[config.mk]
export PLATFORM = sky130hd
export DESIGN_NAME = alu_nibble_sequencer
export DESIGN_NICKNAME = d
export VERILOG_FILES = /design/src/rtl/alu_seq_pkg.sv /design/src/rtl/nibble_select.sv /design/src/rtl/alu_nibble_sequencer.sv
export SDC_FILE = /design/constraint.sdc
export NUM_CORES = 1
export LEC_CHECK = 0
export CAP_MARGIN = 20
export CORE_MARGIN = 3
export CORE_UTILIZATION = 40
export CTS_CLUSTER_SIZE = 8
export DETAILED_ROUTE_END_ITERATION = 6
export DONT_BUFFER_PORTS = 1
export PLACE_DENSITY = 0.66
export SYNTH_ARGS = -nofsm -noshare
export SYNTH_HDL_FRONTEND = slang
export SYNTH_SLANG_ARGS = --single-unit
[constraint.sdc]
create_clock -name CLK -period 2.5 [get_ports CLK]
set_input_delay 0.25 -clock CLK [delete_from_list [all_inputs] [get_ports CLK]]
set_output_delay 0.25 -clock CLK [all_outputs]
set_load 0.01 [all_outputs]
[src/rtl/alu_seq_pkg.sv]
// rtl/alu_seq_pkg.sv - shared opcodes and sequencer state encoding
package alu_seq_pkg;

  localparam logic [1:0] OP_ADD = 2'b00;
  localparam logic [1:0] OP_SUB = 2'b01;
  localparam logic [1:0] OP_AND = 2'b10;
  localparam logic [1:0] OP_OR  = 2'b11;

  typedef enum logic [1:0] {
    S_IDLE  = 2'd0,
    S_RUN   = 2'd1,
    S_FLUSH = 2'd2,
    S_DONE  = 2'd3
  } state_e;

  function automatic logic is_arith(input logic [1:0] op);
    return ~op[1];
  endfunction

endpackage

[src/rtl/nibble_select.sv]
// rtl/nibble_select.sv - picks one 4-bit slice of a wide vector, optionally inverted
module nibble_select #(
  parameter int NIBBLES = 4,
  parameter int IW      = 2
) (
  input  logic [4*NIBBLES-1:0] vec,
  input  logic [IW-1:0]        idx,
  input  logic                 invert,
  output logic [3:0]           nib
);

  always_comb begin
    nib = '0;
    for (int i = 0; i < NIBBLES; i++) begin
      if (idx == IW'(i)) nib = vec[4*i +: 4];
    end
    if (invert) nib = ~nib;
  end

endmodule

[src/rtl/alu_nibble_sequencer.sv]
// rtl/alu_nibble_sequencer.sv - runs wide ADD/SUB/AND/OR one nibble per cycle
// through an external 4-bit ALU and its registered status flags.
module alu_nibble_sequencer
  import alu_seq_pkg::*;
#(
  parameter int NIBBLES = 4
) (
  input  logic                 CLK,
  input  logic                 RST_N,
  input  logic                 START,
  input  logic [1:0]           OP,
  input  logic [4*NIBBLES-1:0] A,
  input  logic [4*NIBBLES-1:0] B,
  output logic                 BUSY,
  output logic                 DONE,
  output logic [4*NIBBLES-1:0] RESULT,
  output logic                 CARRY,
  output logic                 ZERO,
  output logic [3:0]           ALU_A,
  output logic [3:0]           ALU_B,
  output logic [1:0]           ALU_OP,
  output logic                 ALU_CIN,
  input  logic [3:0]           ALU_Y,
  input  logic                 SR_C,
  input  logic                 SR_Z
);

  localparam int W  = 4 * NIBBLES;
  localparam int IW = (NIBBLES > 1) ? $clog2(NIBBLES) : 1;
  localparam logic [IW-1:0] IDX_LAST = IW'(NIBBLES - 1);

  state_e          state_q, state_d;
  logic [IW-1:0]   idx_q, idx_d;
  logic            zacc_q, zacc_d;
  logic [W-1:0]    a_q, a_d;
  logic [W-1:0]    b_q, b_d;
  logic [1:0]      op_q, op_d;
  logic [W-1:0]    res_q, res_d;
  logic [W-1:0]    result_q, result_d;
  logic            carry_q, carry_d;
  logic            zero_q, zero_d;
  logic [3:0]      a_nib, b_nib;

  nibble_select #(.NIBBLES(NIBBLES), .IW(IW)) u_sel_a (
    .vec    (a_q),
    .idx    (idx_q),
    .invert (1'b0),
    .nib    (a_nib)
  );

  // SUB is a + ~b + 1: invert B here, the +1 enters as carry-in of nibble 0.
  nibble_select #(.NIBBLES(NIBBLES), .IW(IW)) u_sel_b (
    .vec    (b_q),
    .idx    (idx_q),
    .invert (op_q == OP_SUB),
    .nib    (b_nib)
  );

  always_ff @(posedge CLK or negedge RST_N) begin
    if (!RST_N) begin
      state_q  <= S_IDLE;
      idx_q    <= '0;
      zacc_q   <= 1'b0;
      a_q      <= '0;
      b_q      <= '0;
      op_q     <= OP_ADD;
      res_q    <= '0;
      result_q <= '0;
      carry_q  <= 1'b0;
      zero_q   <= 1'b0;
    end else begin
      state_q  <= state_d;
      idx_q    <= idx_d;
      zacc_q   <= zacc_d;
      a_q      <= a_d;
      b_q      <= b_d;
      op_q     <= op_d;
      res_q    <= res_d;
      result_q <= result_d;
      carry_q  <= carry_d;
      zero_q   <= zero_d;
    end
  end

  always_comb begin
    state_d = state_q;
    case (state_q)
      S_IDLE:  if (START) state_d = S_RUN;
      S_RUN:   if (idx_q == IDX_LAST) state_d = S_FLUSH;
      S_FLUSH: state_d = S_DONE;
      S_DONE:  state_d = S_IDLE;
      default: state_d = S_IDLE;
    endcase
  end

  always_comb begin
    idx_d    = idx_q;
    zacc_d   = zacc_q;
    a_d      = a_q;
    b_d      = b_q;
    op_d     = op_q;
    res_d    = res_q;
    result_d = result_q;
    carry_d  = carry_q;
    zero_d   = zero_q;
    case (state_q)
      S_IDLE: begin
        if (START) begin
          a_d    = A;
          b_d    = B;
          op_d   = OP;
          idx_d  = '0;
          zacc_d = 1'b1;
        end
      end
      S_RUN: begin
        for (int i = 0; i < NIBBLES; i++) begin
          if (idx_q == IW'(i)) res_d[4*i +: 4] = ALU_Y;
        end
        // SR_Z lags one cycle, so it reflects the previous nibble.
        if (idx_q != '0) zacc_d = zacc_q & SR_Z;
        if (idx_q != IDX_LAST) idx_d = idx_q + IW'(1);
      end
      S_FLUSH: begin
        zacc_d   = zacc_q & SR_Z;
        zero_d   = zacc_q & SR_Z;
        carry_d  = is_arith(op_q) ? SR_C : 1'b0;
        result_d = res_q;
      end
      default: ;
    endcase
  end

  always_comb begin
    BUSY    = (state_q == S_RUN) || (state_q == S_FLUSH);
    DONE    = (state_q == S_DONE);
    ALU_A   = '0;
    ALU_B   = '0;
    ALU_OP  = OP_ADD;
    ALU_CIN = 1'b0;
    if (state_q == S_RUN) begin
      ALU_A  = a_nib;
      ALU_B  = b_nib;
      ALU_OP = (op_q == OP_SUB) ? OP_ADD : op_q;
      if (is_arith(op_q)) begin
        ALU_CIN = (idx_q == '0) ? (op_q == OP_SUB) : SR_C;
      end
    end
  end

  assign RESULT = result_q;
  assign CARRY  = carry_q;
  assign ZERO   = zero_q;

endmodule
==> run_results.csv, run 1 <==
group,metric,value,unit
status,outcome,"complete, no violations",
die,die_area,9300,um2
synthesis,synth_top_area_share,55.8,%
power_and_ir_drop,switching_share,34.3,%
worst_setup_path,endpoint,"ALU_B[3]",
synthesis,ys_async_sr_fraction,100,%
timing,tns,0,ns
drt,avgViaCountPerCell,5.26,
timing,drv_slew,0,
synthesis,ys.warnings.count,0,
global_routing,first_global_vias,1927,
hold_path,hold_depth,1,
drt,routed_wl,6660,um
global_routing,antenna_found_initial,0,
final_layout,fin_nets,297,
power_and_ir_drop,ir_worst_vdd,0.540,mV
power_and_ir_drop,seqPwrFrac,44.8,%
drt,vias,1847,
die,die_w,96.5,um
worst_setup_path,crit_path_end_kind,"output port",
die,rows,32,
final_layout,diodes,0,
clock_tree,htreeDepth,3,
timing,min_period,2.33,ns
synthesis,yosys_most_used_dff,"dfrtp_1",
worst_setup_path,r2r-start,"state_q[0]$_DFFE_PN0P_",
global_routing,grt_max_degree,74,
clock_tree,numCtsBuffers,9,
power_and_ir_drop,clockPowerShare,18.5,%
synthesis,netlist_top_cells_area,"dfrtp_1, mux2_2, ha_1",
drt,wl_per_cell,19.0,um
placement,dpl.hpwl,4700,um
placement,io_buffers,0,
clock_tree,cts_buffer_depth,2,
worst_setup_path,r2r_cells,4,
timing,tightest_slew,0.587,ns
power_and_ir_drop,combPwrFrac,36.8,%
clock_tree,clkSlewWorstSetupHoldPaths,0.08,ns
worst_setup_path,cp-startpoint,"idx_q[0]$_DFFE_PN0P_",
worst_setup_path,critPathRequiredTime,2.25,ns
synthesis,yosysTopAreaCell,"dfrtp_1",
drt,drt_iter0_drc,75,
timing,slew_headroom,60.4,%
drt,drcViolationCount,0,
synthesis,synth_cells,238,
synthesis,ys_ff_latch,73,
worst_setup_path,start_kind,"flip-flop",
synthesis,synth_seq_area_share,55.8,%
power_and_ir_drop,internal_power,3270,uW
final_layout,drive_gt1_share,39.8,%
timing,hold_ws,0.0462,ns
clock_tree,ctsRootBufferMaster,"clkbuf_8",
synthesis,syn-cell-area,3270,um2
timing,period_share,93.2,%
die,die_height,96.5,um
placement,place.gp.congestion,0.710,
drt,ant_nets,0,
power_and_ir_drop,p_per_area,1380,nW/um2
global_routing,overflow,0,
timing,fin_skew,0.00914,ns
timing,rsz0062_at_grt,"no",
global_routing,grt_pass1_wl,10500,um
synthesis,synth_most_common_cell,"dfrtp_1",
drt,dr.pass1.iters,4,
global_routing,track_usage,15.3,%
global_routing,grtUsageMet1,19.9,%
die,start_util,41.7,%
clock_tree,clock-sinks,73,
final_layout,area_delta_synth_final,10.2,%
power_and_ir_drop,p_sw,1710,uW
die,coreArea,7850,um2
final_layout,fillCellCount,749,
synthesis,synth_edf_count,0,
final_layout,post-route-util,46.0,%
placement,pre_cts_ws,0.511,ns
timing,fmax,429,MHz
hold_path,hp-class,"primary input to flip-flop",
worst_setup_path,rrSetupSlack,0.77,ns
die,num_io_pins,74,
timing,finalWorstSetupSlack,0.170,ns
synthesis,synth_nets,290,
flow_run,maxCapViolCount,0,
clock_tree,clkLatencyLatePin,0.35,ns
clock_tree,tritoncts,"yes",
global_routing,busiest_layer,"met2",
worst_setup_path,cp_max_fo,7,
timing,hold_violations,0,
timing,setup_viol,0,
worst_setup_path,path_class,"flip-flop to output port",
power_and_ir_drop,power.total,4980,uW
global_routing,grtUsageMet3,6.04,%
synthesis,synthDistinctLibCells,30,
worst_setup_path,r2r_end,"RESULT[14]$_DFFE_PN0P_",
power_and_ir_drop,p_leak,0.00154,uW
worst_setup_path,cp.arrival,2.08,ns
global_routing,gr-usage-met2,22.6,%
synthesis,synth_common_cells,"dfrtp_1, mux2_2, ha_1, inv_1, nand2_1",
synthesis,syn_area_per_cell,13.8,um2
placed cells by master, fill, tap and decap left out, types with 2 or more instances in the layout:
cell and instances:
nor2b_1 4, o21ai_0 7, a22o_1 3, mux2_2 67, o31ai_1 3, nor2_1 2
and2_1 4, buf_4 5, a221oi_2 3, ha_2 3, mux2i_1 4, ha_1 6
nand2_1 8, clkbuf_8 10, o22ai_1 4, nand3b_1 2, nand2_2 2, a21oi_1 7
o21ai_1 2, nor2b_4 2, a22oi_1 5, inv_1 9, clkinv_2 2, dfrtp_1 73
sequential cells by signal (all words and copies together), names as in the netlist:
name	cells
zacc_q	1
idx_q	2
a_q	16
op_q	2
state_q	2
b_q	16
RESULT	16
ZERO	1
CARRY	1
res_q	16
critical path, cell delays in order, from the launching register on:
cell,delay [ns]
dfrtp_1,0.42
inv_1,0.12
ha_2,0.24
nor2b_4,0.26
a22oi_1,0.10
a21oi_1,0.25
mux2i_2,0.35
power by group through the flow:
stage          Combinational, uW  Sequential, uW  Clock, uW
2_1_floorplan               1560            2120          0
3_3_place_gp                1730            2250          0
3_5_place_dp                1780            2260          0
4_1_cts                     1820            2240        942
5_1_grt                     2030            2310        995
6_report                    1830            2230        920
cell type report:
type | count | area [um2] | area share [%]
repair buffers | 7 | 75.1 | 2.08
clock buffers | 10 | 138 | 3.82
flip-flops and latches | 73 | 1830 | 50.7
well taps | 102 | 128 | 3.54
clock inverters | 5 | 56.3 | 1.56
multi-input cells | 145 | 1350 | 37.4
inverters | 9 | 33.8 | 0.937
kinds of logic (layout without fill, tap and decap cells):
logic type                 count (synthesis)  in the layout  synth area share [%]
AOI/OAI and AO/OA                         35             35                  7.45
buffers and inverters                     20             31                  3.33
and+or+nand+nor                           29             29                  5.39
DFF                                       73             73                  55.8
adders and majority gates                  9              9                  3.44
muxes                                     72             72                  24.6
layer usage:
metal / wire length (um) / share of wire (%)
met1: 2930 / 44
met2: 3050 / 46
met3: 530 / 8.0
met4: 144 / 2.2
met5: 0 / 0
worst min path at each step:
stage | slack (ns) | end | start
2_1_floorplan | -0.05 | CARRY$_DFFE_PN0P_ | RST_N
3_3_place_gp | -0.04 | a_q[12]$_DFFE_PN0P_ | RST_N
3_5_place_dp | -0.04 | a_q[12]$_DFFE_PN0P_ | RST_N
4_1_cts | 0.03 | res_q[0]$_DFFE_PN0P_ | ALU_Y[0]
5_1_grt | 0.03 | res_q[0]$_DFFE_PN0P_ | ALU_Y[0]
6_report | 0.05 | res_q[0]$_DFFE_PN0P_ | ALU_Y[0]
metrics by stage:
stage               instances  area, um2
floorplan                 238       3270
global placement          333       3360
CTS                       350       3590
finish                    351       3610
global route              351       3610
detailed placement        333       3360
repair_timing:
action / CTS / global route
gates resized for setup: 0 / 4
setup endpoints to repair: 0 / 4
hold buffers: 2 / 0
buffers inserted: 0 / 1
hold endpoints to repair: 73 / 0
Note: power is estimated with default switching activity, not from simulation.
==> run 2: changes to the inputs <==
--- a/config.mk
+++ b/config.mk
@@ -5,7 +5,7 @@
 export SDC_FILE = /design/constraint.sdc
 export NUM_CORES = 1
 export LEC_CHECK = 0
-export CAP_MARGIN = 20
+export CAP_MARGIN = 10
 export CORE_MARGIN = 3
 export CORE_UTILIZATION = 40
 export CTS_CLUSTER_SIZE = 8
==> results of run 2 <==
No change in the layout: final DEF, timing and power equal those of run 1.
